[src/rtl/muldiv_unit.sv]
// Iterative RV32M multiply/divide unit: radix-2 shift-add multiply and
// restoring divide, one bit per clock, with start/busy/done handshake.
// Optional build macro: MULDIV_FAST_SPECIAL_EN (divide-by-zero, signed
// overflow and multiply-by-zero finish one cycle after acceptance).
module muldiv_unit #(
    parameter int unsigned XLEN = 32
) (
    input  logic            clk,
    input  logic            reset,
    input  logic            mdStart,
    input  logic            mdFlush,
    input  logic [2:0]      mdControl,
    input  logic [XLEN-1:0] mdIn1,
    input  logic [XLEN-1:0] mdIn2,
    output logic [XLEN-1:0] mdOut,
    output logic            mdBusy,
    output logic            mdDone
);

    localparam int unsigned CW = $clog2(XLEN) + 1;
    localparam int unsigned AW = 2 * XLEN;

    typedef enum logic [1:0] {IDLE, CALC, DONE} state_t;

    state_t            state_q;
    logic [CW-1:0]     cnt_q;
    logic [2:0]        ctl_q;
    logic [AW-1:0]     acc_q;      // mul: {partial high, multiplier}; div: {remainder, dividend/quotient}
    logic [XLEN-1:0]   b_q;        // mul: multiplicand magnitude; div: divisor magnitude
    logic              neg_res_q;  // negate product / quotient at the end
    logic              neg_rem_q;  // negate remainder at the end
    logic              div0_q;
    logic [XLEN-1:0]   out_q;
    logic              busy_q;
    logic              done_q;

    // Accept-time operand preparation
    logic              is_div, a_sgn, b_sgn, neg_a, neg_b, div0, start_ok;
    logic [XLEN-1:0]   a_mag, b_mag;
    logic [AW-1:0]     acc_init;
    logic [XLEN-1:0]   b_init;
    logic              neg_res_init;

    // Decode signedness, form magnitudes and the initial datapath contents
    always_comb begin
        is_div       = mdControl[2];
        a_sgn        = is_div ? ~mdControl[0] : (mdControl[1:0] != 2'b11);
        b_sgn        = is_div ? ~mdControl[0] : ~mdControl[1];
        neg_a        = a_sgn & mdIn1[XLEN-1];
        neg_b        = b_sgn & mdIn2[XLEN-1];
        a_mag        = neg_a ? -mdIn1 : mdIn1;
        b_mag        = neg_b ? -mdIn2 : mdIn2;
        div0         = is_div & (mdIn2 == '0);
        start_ok     = mdStart & ~mdFlush & (state_q != CALC);
        acc_init     = is_div ? {{XLEN{1'b0}}, a_mag} : {{XLEN{1'b0}}, b_mag};
        b_init       = is_div ? b_mag : a_mag;
        neg_res_init = (neg_a ^ neg_b) & ~div0;
    end

`ifdef MULDIV_FAST_SPECIAL_EN
    logic              special;
    logic [XLEN-1:0]   special_res;

    // Results that are known without iterating
    always_comb begin
        logic ovf, mul0;
        ovf  = is_div & ~mdControl[0] & (mdIn1 == {1'b1, {(XLEN-1){1'b0}}}) & (mdIn2 == '1);
        mul0 = ~is_div & ((mdIn1 == '0) | (mdIn2 == '0));
        special     = div0 | ovf | mul0;
        special_res = '0;
        if (div0)
            special_res = mdControl[1] ? mdIn1 : '1;
        else if (ovf)
            special_res = mdControl[1] ? '0 : {1'b1, {(XLEN-1){1'b0}}};
    end
`endif

    // One iteration step plus the sign-fixed result of that step
    logic [XLEN:0]     mul_sum;
    logic [AW-1:0]     mul_d, div_d, acc_d, prod_fix;
    logic [XLEN:0]     rem_sh;
    logic              ge;
    logic [XLEN-1:0]   rem_new, quo_fix, rem_fix, result;

    // Shift-add / restoring-divide step and final sign correction
    always_comb begin
        mul_sum  = {1'b0, acc_q[AW-1:XLEN]} + (acc_q[0] ? {1'b0, b_q} : '0);
        mul_d    = {mul_sum, acc_q[XLEN-1:1]};
        rem_sh   = {acc_q[AW-1:XLEN], acc_q[XLEN-1]};
        ge       = rem_sh >= {1'b0, b_q};
        rem_new  = ge ? XLEN'(rem_sh - {1'b0, b_q}) : rem_sh[XLEN-1:0];
        div_d    = {rem_new, acc_q[XLEN-2:0], ge};
        acc_d    = ctl_q[2] ? div_d : mul_d;
        prod_fix = neg_res_q ? -acc_d : acc_d;
        quo_fix  = div0_q ? '1 : (neg_res_q ? -acc_d[XLEN-1:0] : acc_d[XLEN-1:0]);
        rem_fix  = neg_rem_q ? -acc_d[AW-1:XLEN] : acc_d[AW-1:XLEN];
        case (ctl_q)
            3'b000:                 result = prod_fix[XLEN-1:0];
            3'b001, 3'b010, 3'b011: result = prod_fix[AW-1:XLEN];
            3'b100, 3'b101:         result = quo_fix;
            default:                result = rem_fix;
        endcase
    end

    // Control FSM and datapath registers
    always_ff @(posedge clk or posedge reset) begin
        if (reset) begin
            state_q   <= IDLE;
            cnt_q     <= '0;
            ctl_q     <= '0;
            acc_q     <= '0;
            b_q       <= '0;
            neg_res_q <= 1'b0;
            neg_rem_q <= 1'b0;
            div0_q    <= 1'b0;
            out_q     <= '0;
            busy_q    <= 1'b0;
            done_q    <= 1'b0;
        end else begin
            done_q <= 1'b0;
            case (state_q)
                IDLE, DONE: begin
                    state_q <= IDLE;
                    if (start_ok) begin
                        ctl_q     <= mdControl;
                        acc_q     <= acc_init;
                        b_q       <= b_init;
                        neg_res_q <= neg_res_init;
                        neg_rem_q <= neg_a;
                        div0_q    <= div0;
                        cnt_q     <= '0;
`ifdef MULDIV_FAST_SPECIAL_EN
                        if (special) begin
                            state_q <= DONE;
                            out_q   <= special_res;
                            done_q  <= 1'b1;
                            busy_q  <= 1'b0;
                        end else
`endif
                        begin
                            state_q <= CALC;
                            busy_q  <= 1'b1;
                        end
                    end
                end
                CALC: begin
                    if (mdFlush) begin
                        state_q <= IDLE;
                        busy_q  <= 1'b0;
                        cnt_q   <= '0;
                    end else begin
                        acc_q <= acc_d;
                        cnt_q <= cnt_q + CW'(1);
                        if (cnt_q == CW'(XLEN - 1)) begin
                            state_q <= DONE;
                            out_q   <= result;
                            done_q  <= 1'b1;
                            busy_q  <= 1'b0;
                            cnt_q   <= '0;
                        end
                    end
                end
                default: begin
                    state_q <= IDLE;
                    busy_q  <= 1'b0;
                end
            endcase
        end
    end

    assign mdOut  = out_q;
    assign mdBusy = busy_q;
    assign mdDone = done_q;

endmodule

[config.mk]
export PLATFORM = sky130hd
export DESIGN_NAME = muldiv_unit
export DESIGN_NICKNAME = d
export VERILOG_FILES = /design/src/rtl/muldiv_unit.sv
export SDC_FILE = /design/constraint.sdc
export NUM_CORES = 1
export LEC_CHECK = 0
export BUFFER_PORTS_ARGS = -buffer_cell sky130_fd_sc_hd__buf_2
export CAP_MARGIN = 20
export CELL_PAD_IN_SITES_DETAIL_PLACEMENT = 1
export CELL_PAD_IN_SITES_GLOBAL_PLACEMENT = 1
export CORE_AREA = 5 5 183 185
export CTS_CLUSTER_SIZE = 40
export DETAILED_ROUTE_END_ITERATION = 12
export DIE_AREA = 0 0 188 190
export PLACE_DENSITY_LB_ADDON = 0.1
export SLEW_MARGIN = 20
export SYNTH_ARGS = -nofsm -noshare
export SYNTH_HDL_FRONTEND = slang
export SYNTH_SLANG_ARGS = --single-unit
export TNS_END_PERCENT = 30
[constraint.sdc]
create_clock -name clk -period 7.4 [get_ports clk]
set_input_delay 0.37 -clock clk [delete_from_list [all_inputs] [get_ports clk]]
set_output_delay 0.37 -clock clk [all_outputs]
set_load 0.005 [all_outputs]
-- Word level (Yosys, flattened, before mapping)
Cells that the tools add are included.
- register bits: 144
- bits in latches: 0
- RAM bits: 0
- memory bits (read-only): 0
- input bits: 71
- logic and storage cells: 88
- memories kept: 0
- $add $sub $neg: 8
- $mul: 0
- divide/modulo/power cells: 0
- order comparisons: 1
- equal/unequal tests: 13
- shift-type cells: 0
- multiplexer cells: 32
- bitwise gates (word level): 11
- reduce and logical (&&, ||, !) cells: 12
- operator list (kind ; count):
    32-bit two-way mux ; 9
    64-bit two-way mux ; 4
    32-bit negation ; 4
    64-bit case mux with 2 select lines ; 1
    32-bit case mux with 3 select lines ; 1
    64-bit negation ; 1
    32-bit by 32-bit adder with 33-bit output ; 1
    33-bit by 32-bit greater-or-equal comparator with 1-bit output ; 1
    32-bit zero test ; 1
    32-bit subtractor ; 1
    6-bit two-way mux ; 3
    6-bit case mux with 2 select lines ; 1
    1-bit two-way mux ; 9
    6-bit by 1-bit adder with 6-bit output (second input constant) ; 1
    1-bit bitwise AND ; 6
    3-bit by 2-bit equality test with 1-bit output (second input constant) ; 2
    3-bit equality test (second input constant) ; 2
    6-bit by 5-bit equality test with 1-bit output (second input constant) ; 1
    2-bit inequality test (second input constant) ; 3
    2-bit AND reduction ; 3
    3-bit AND reduction ; 2
    2-bit two-way mux ; 2
    1-bit NOT ; 4
    2-bit case mux with 2 select lines ; 1
    other kinds (12) ; 13

-- Depth between registers and ports, before layout
- depth in word-level cells: 7
- depth in mapped cells: 23
- depth with buffers taken out: 21

-- Worst setup path after synthesis
No wires, ideal clock.
- path type: register -> register
- from: reg ctl_q[2]
- to: reg out_q[24], in the netlist mdOut[24]
- data arrival time: 4.792 ns
- required time: 7.272 ns
- path slack: 2.480 ns
- stages on the path, launching flop included: 21
- period minus slack after synthesis: 4.920 ns
- cells stage by stage: dfrtp_1 buf_6 buf_2 buf_2 buf_2 clkbuf_1 buf_1 buf_2 mux2i_1 ha_1 o21ai_1 or3_1 nand2b_2 nand2b_4 nor2b_2 nand4_1 or3_1 o41ai_2 xnor2_1 a221oi_1 o21ai_1
- cells in the longest elaborated chain, start to end: 5
- ends and longest elaborated chain (element ; line ; source):
    start, declared ; 27 ; logic [2:0] ctl_q;
    start signal, assigned ; 125 ; ctl_q <= mdControl;
    64-bit two-way mux ; 93 ; acc_d = ctl_q[2] ? div_d : mul_d;
    32-bit negation ; 95 ; quo_fix = div0_q ? '1 : (neg_res_q ? -acc_d[XLEN-1:0] : acc_d[XLEN-1:0]);
    32-bit two-way mux (2 in a row) ; 95 ;
    32-bit case mux with 3 select lines (*) ; 97 ; case (ctl_q)
    end signal, assigned ; 156 ; out_q <= result;
    end, declared ; 33 ; logic [XLEN-1:0] out_q;
Mark *: on every way between the ends. The rest lies on a longest branch, timed or not.
A chain may end at the register's enable or synchronous reset.

-- Worst setup path in the final report
- from: reg acc_q[0]
- to: reg out_q[27], in the netlist mdOut[27]
- cells in the longest elaborated chain, start to end: 6
- ends and longest elaborated chain (element ; line ; source):
    start, declared ; 28 ; logic [AW-1:0] acc_q;
    start signal, assigned ; 126 ; acc_q <= acc_init;
    32-bit two-way mux ; 87 ; mul_sum = {1'b0, acc_q[AW-1:XLEN]} + (acc_q[0] ? {1'b0, b_q} : '0);
    32-bit by 32-bit adder with 33-bit output ; 87 ;
    64-bit two-way mux (*) ; 93 ;
    64-bit negation or 32-bit negation (tied branches) ; 94, 96 ;
    64-bit two-way mux or 32-bit two-way mux (tied branches) ; 94, 96 ;
    32-bit case mux with 3 select lines (*) ; 97 ;
Marks and branches as above.

==> summary.md <==
| Metric | Value |
|---|---|
| Pins Over Slew Limit | `0` |
| CTS-repair resized insts | `0` |
| Mapped Avg Cell Area | `roughly 7.5 um^2` |
| Power Density | `~450 nW/um^2` |
| Post-synthesis net count | `2206` |
| Postcts setup bufs | `0` |
| Buffer levels on the longest clock path | `2` |
| DP HPWL | `around 50000 um` |
| Sequential-to-total area share from yosys stat | `23.25%` |
| Reg power frac | `16.0%` |
| CTS Root Cell | `clkbuf_16` |
| Main combinational cell family by area after synthesis | `compound AO/OA/AOI/OAI gates` |
| Vias per Instance | `about 6.6` |
| Combinational share of power | `between 70% and 80%` |
| Core Box Area | `31880 um^2` |
| Setup TNS | `0 ps` |
| Status | `completed` |
| P_leak | `around 7 nW` |
| Final Cell Area | `approximately 17000 um^2` |
| Syn-to-layout area delta | `8.161%` |
| Largest fanout on the critical path | `18` |
| Die X-Extent | `188 um` |
| Row count | `66` |
| Routability cong. | `around 0.98` |
| Largest delay share family, worst path | `compound AO/OA/AOI/OAI gates` |
| First-pass GRT wire length | `~100000 um` |
| Post-Route WL | `~65000 um` |
| Max incr delay on CP | `roughly 810 ps` |
| Max Clk Rate | `174.0 MHz` |
| Vias | `between 15000 and 20000` |
| 1st-pass router iterations | `7` |
| Drt wl/cell | `approximately 26 um` |
| Post-synthesis xor/xnor area fraction | `8.475%` |
| Async S/R FF share, synth | `between 90% and 100%` |
| Number of synthesized flops with an enable pin | `0` |
| Critical path's slowest cell | `a21oi_1` |
| Synth Area in Simple Gates | `between 20% and 30%` |
| Multi-input logic area | `around 11000 um^2` |
| Filler cells | `around 4000` |
| Clock Latency Late Sink | `approximately 460 ps` |
| Final nets | `roughly 2200` |
| Gr usage total | `35.79%` |
| Post-CTS Hold Fix Bufs | `0` |
| Adder-cell area share of the yosys netlist | `around 5.8%` |
| Post-Place Cell Area | `~16000 um^2` |
| DRC violation total after the first TritonRoute iteration | `about 1500` |
| Rel. slew slack | `between 20% and 30%` |
| Hold Fails Final Rpt | `0` |
| TritonCTS buffer count | `17` |
| Sw Ratio | `a little under three fifths` |
| Most used cell, CP | `nand2_1` |
| Die Area | `~36000 um^2` |
| Htree depth | `4` |
| Synth Warn # | `0` |
| Power share of the clock group | `about an eighth` |
| Internal | `about 0.0033 W` |
| Drt drc | `0` |
| Critical Path, Cell by Cell | `inv_1, buf_4, nor2_1, ha_1, nand2_1, nor3_1, nand2_1, o221a_2, o21a_1, nor2b_1, xnor2_1, a21oi_1, o22ai_1, a221oi_1, a21boi_0, o31ai_1` |
| Crit end category | `register` |
| Ports | `about 110` |
| Synth Instances | `2064` |
| Share of layout cells above drive strength 1 | `approximately 12%` |
| CTS Sinks | `144` |
| Ant. Diodes | `0` |
| Worst setup path category | `reg -> reg` |
| WP buf/inv | `2` |
| Port Buffers | `around 100` |
| Worst hold path class | `in -> async` |
| Final setup violation count | `0` |
| Total gr overflow | `0` |
| Max VDD drop | `around 0.00023 V` |
| Synthesis-stage register bit count | `roughly 140` |
| ANT nets after route | `0` |
| Net switching power figure | `roughly 0.0044 W` |
| CP Launch Type | `register` |
| Distinct cell type count after synthesis | `between 100 and 150` |
| Worst Tran Pin Value | `~1100 ps` |
| Synth Area in Compound Gates | `30.88%` |
| Post-synthesis mux area share | `under 10%` |
| Vias in the first global route | `16760` |
| RSZ-0062 raised after global routing | `false` |
| Initial core utilization | `between 40 and 50%` |
| Synth Cell Area | `approximately 16000 um^2` |
| Tmin final | `roughly 5700 ps` |
| Largest net degree at the start of global routing | `130` |
| Initial antenna violation count | `0` |
| Prevailing post-synth register cell | `dfrtp_1` |
| Most common cell after layout, fill and taps aside | `nand2_1` |
| Maxcap violations | `0` |
| CTS tree | `built` |
| Clock transition at the registers of the reported paths | `about 70 ps` |
| FF+latch area | `roughly 3600 um^2` |
| Setup Skew | `12.68 ps` |
| Worst EP required | `a little under 8000 ps` |
| Fin crit share | `77.67%` |
| WP data arrival | `6060 ps` |
| Commonest cells after routing, fill and taps aside | `287 x nand2_1, 231 x o21ai_0, 169 x nor2_1` |
| Die H | `~190 um` |
-- area by class of cell --
| class | instances | area share, % |
|---|---|---|
| tap | 408 | 3.045 |
| inverter | 72 | 1.642 |
| timing repair buffer | 129 | 4.239 |
| multi-input combinational | 1719 | 65.96 |
| clock buffer | 19 | 2.701 |
| sequential | 144 | 21.51 |
| clock inverter | 13 | 0.9030 |
-- cells in the mapped netlist (all sizes together) (7+ instances only) --
master  number  share of area (%)
o211ai      16               0.77
ha          69                5.6
mux2i       41                2.6
nand2b      19               0.88
o21ai      244                8.0
nor2b       15               0.62
xnor2       78                4.4
and3        15               0.61
o21a        15               0.73
clkbuf      84                2.1
a21oi      144                4.8
or2          8               0.32
a21boi       7               0.34
a21o        22                1.1
mux2        11               0.80
o21bai       8               0.46
or4          9               0.44
nand3       47                1.5
a22oi       10               0.48
nand2      291                7.1
o31ai       43                2.2
nor4        20               0.94
inv         71                1.7
dfrtp      144                 23
nor2       173                4.3
and4        10               0.56
or3         13               0.56
o22ai       14               0.56
o41ai       21                1.6
and2        16               0.65
a311oi      12                1.0
nand4       33                1.4
xor2        72                4.1
a221oi      17                1.0
a31oi       25                1.0
o221ai      31                1.8
a22o        14               0.79
nor3        49                1.7
a211oi      21                1.0
buf         45                1.8
-- worst paths after layout --
path                                   start   endpoint  slack [ps]  cells after the start
worst min-delay path                   reset   cnt_q[1]          60                      2
max in group asynchronous              reset  mdOut[16]        5930                      3
worst min register to register     mdOut[22]  mdOut[22]         470                      2
min in group clk                mdControl[0]   ctl_q[0]         140                      3
worst max register to register      acc_q[0]  mdOut[27]        1650                     16
worst max-delay path                acc_q[0]  mdOut[27]        1650                     16
-- cells by family after synthesis --
family / Yosys count
AO/OA/AOI/OAI: 712
XOR/XNOR: 150
adder cells (fa/ha/maj): 71
buffers and inverters: 201
flip-flops: 144
multiplexers: 52
AND/OR/NAND/NOR: 734
-- power by group through the flow --
stage	Clock [W]	Combinational (W)	Sequential [W]
2_1_floorplan	0	0.00379	0.00112
3_3_place_gp	0	0.00518	0.00121
3_5_place_dp	0	0.00528	0.00123
4_1_cts	0.000939	0.00533	0.00121
5_1_grt	0.000979	0.00581	0.00125
6_report	0.000936	0.00547	0.00122
-- metal layers --
metal	up-vias	GRT usage [%]	wire [um]
met5	-	0	0
met4	0	17.08	3469
met3	148	4.367	3580
met2	641	58.04	29360
met1	8102	47.64	28610
li1	7623	-	-
-- registers in the layout (all words and copies together), names as in the netlist --
signal	flops
acc_q	64
b_q	32
mdOut	32
cnt_q	6
ctl_q	3
state_q	2
div0_q	1
mdBusy	1
mdDone	1
neg_rem_q	1
neg_res_q	1
-- worst reg2reg max path, stage by stage (launching register included) --
cell and delay (ps):
dfrtp_1 410, inv_1 450, buf_4 420, nor2_1 110, ha_1 490, nand2_1 190
nor3_1 410, nand2_1 130, o221a_2 310, o21a_1 240, nor2b_1 160, xnor2_1 180
a21oi_1 810, o22ai_1 210, a221oi_1 600, a21boi_0 400, o31ai_1 100
-- stage by stage --
stage / total power, W / std cells / hold slack [ps] / setup slack [ps] / util, %
global placement: 0.006388 / 2472 / 458.4 / 1897 / 50.70
global route: 0.008037 / 2504 / 138.1 / 1379 / 52.60
floorplan: 0.004911 / 2064 / 449.8 / 2480 / -
finish: 0.007624 / 2504 / 63.66 / 1653 / 52.60
CTS: 0.007482 / 2504 / 113.6 / 1805 / 52.60
detailed placement: 0.006503 / 2472 / 460.4 / 1845 / 50.70
(Power assumes the default switching activity.)
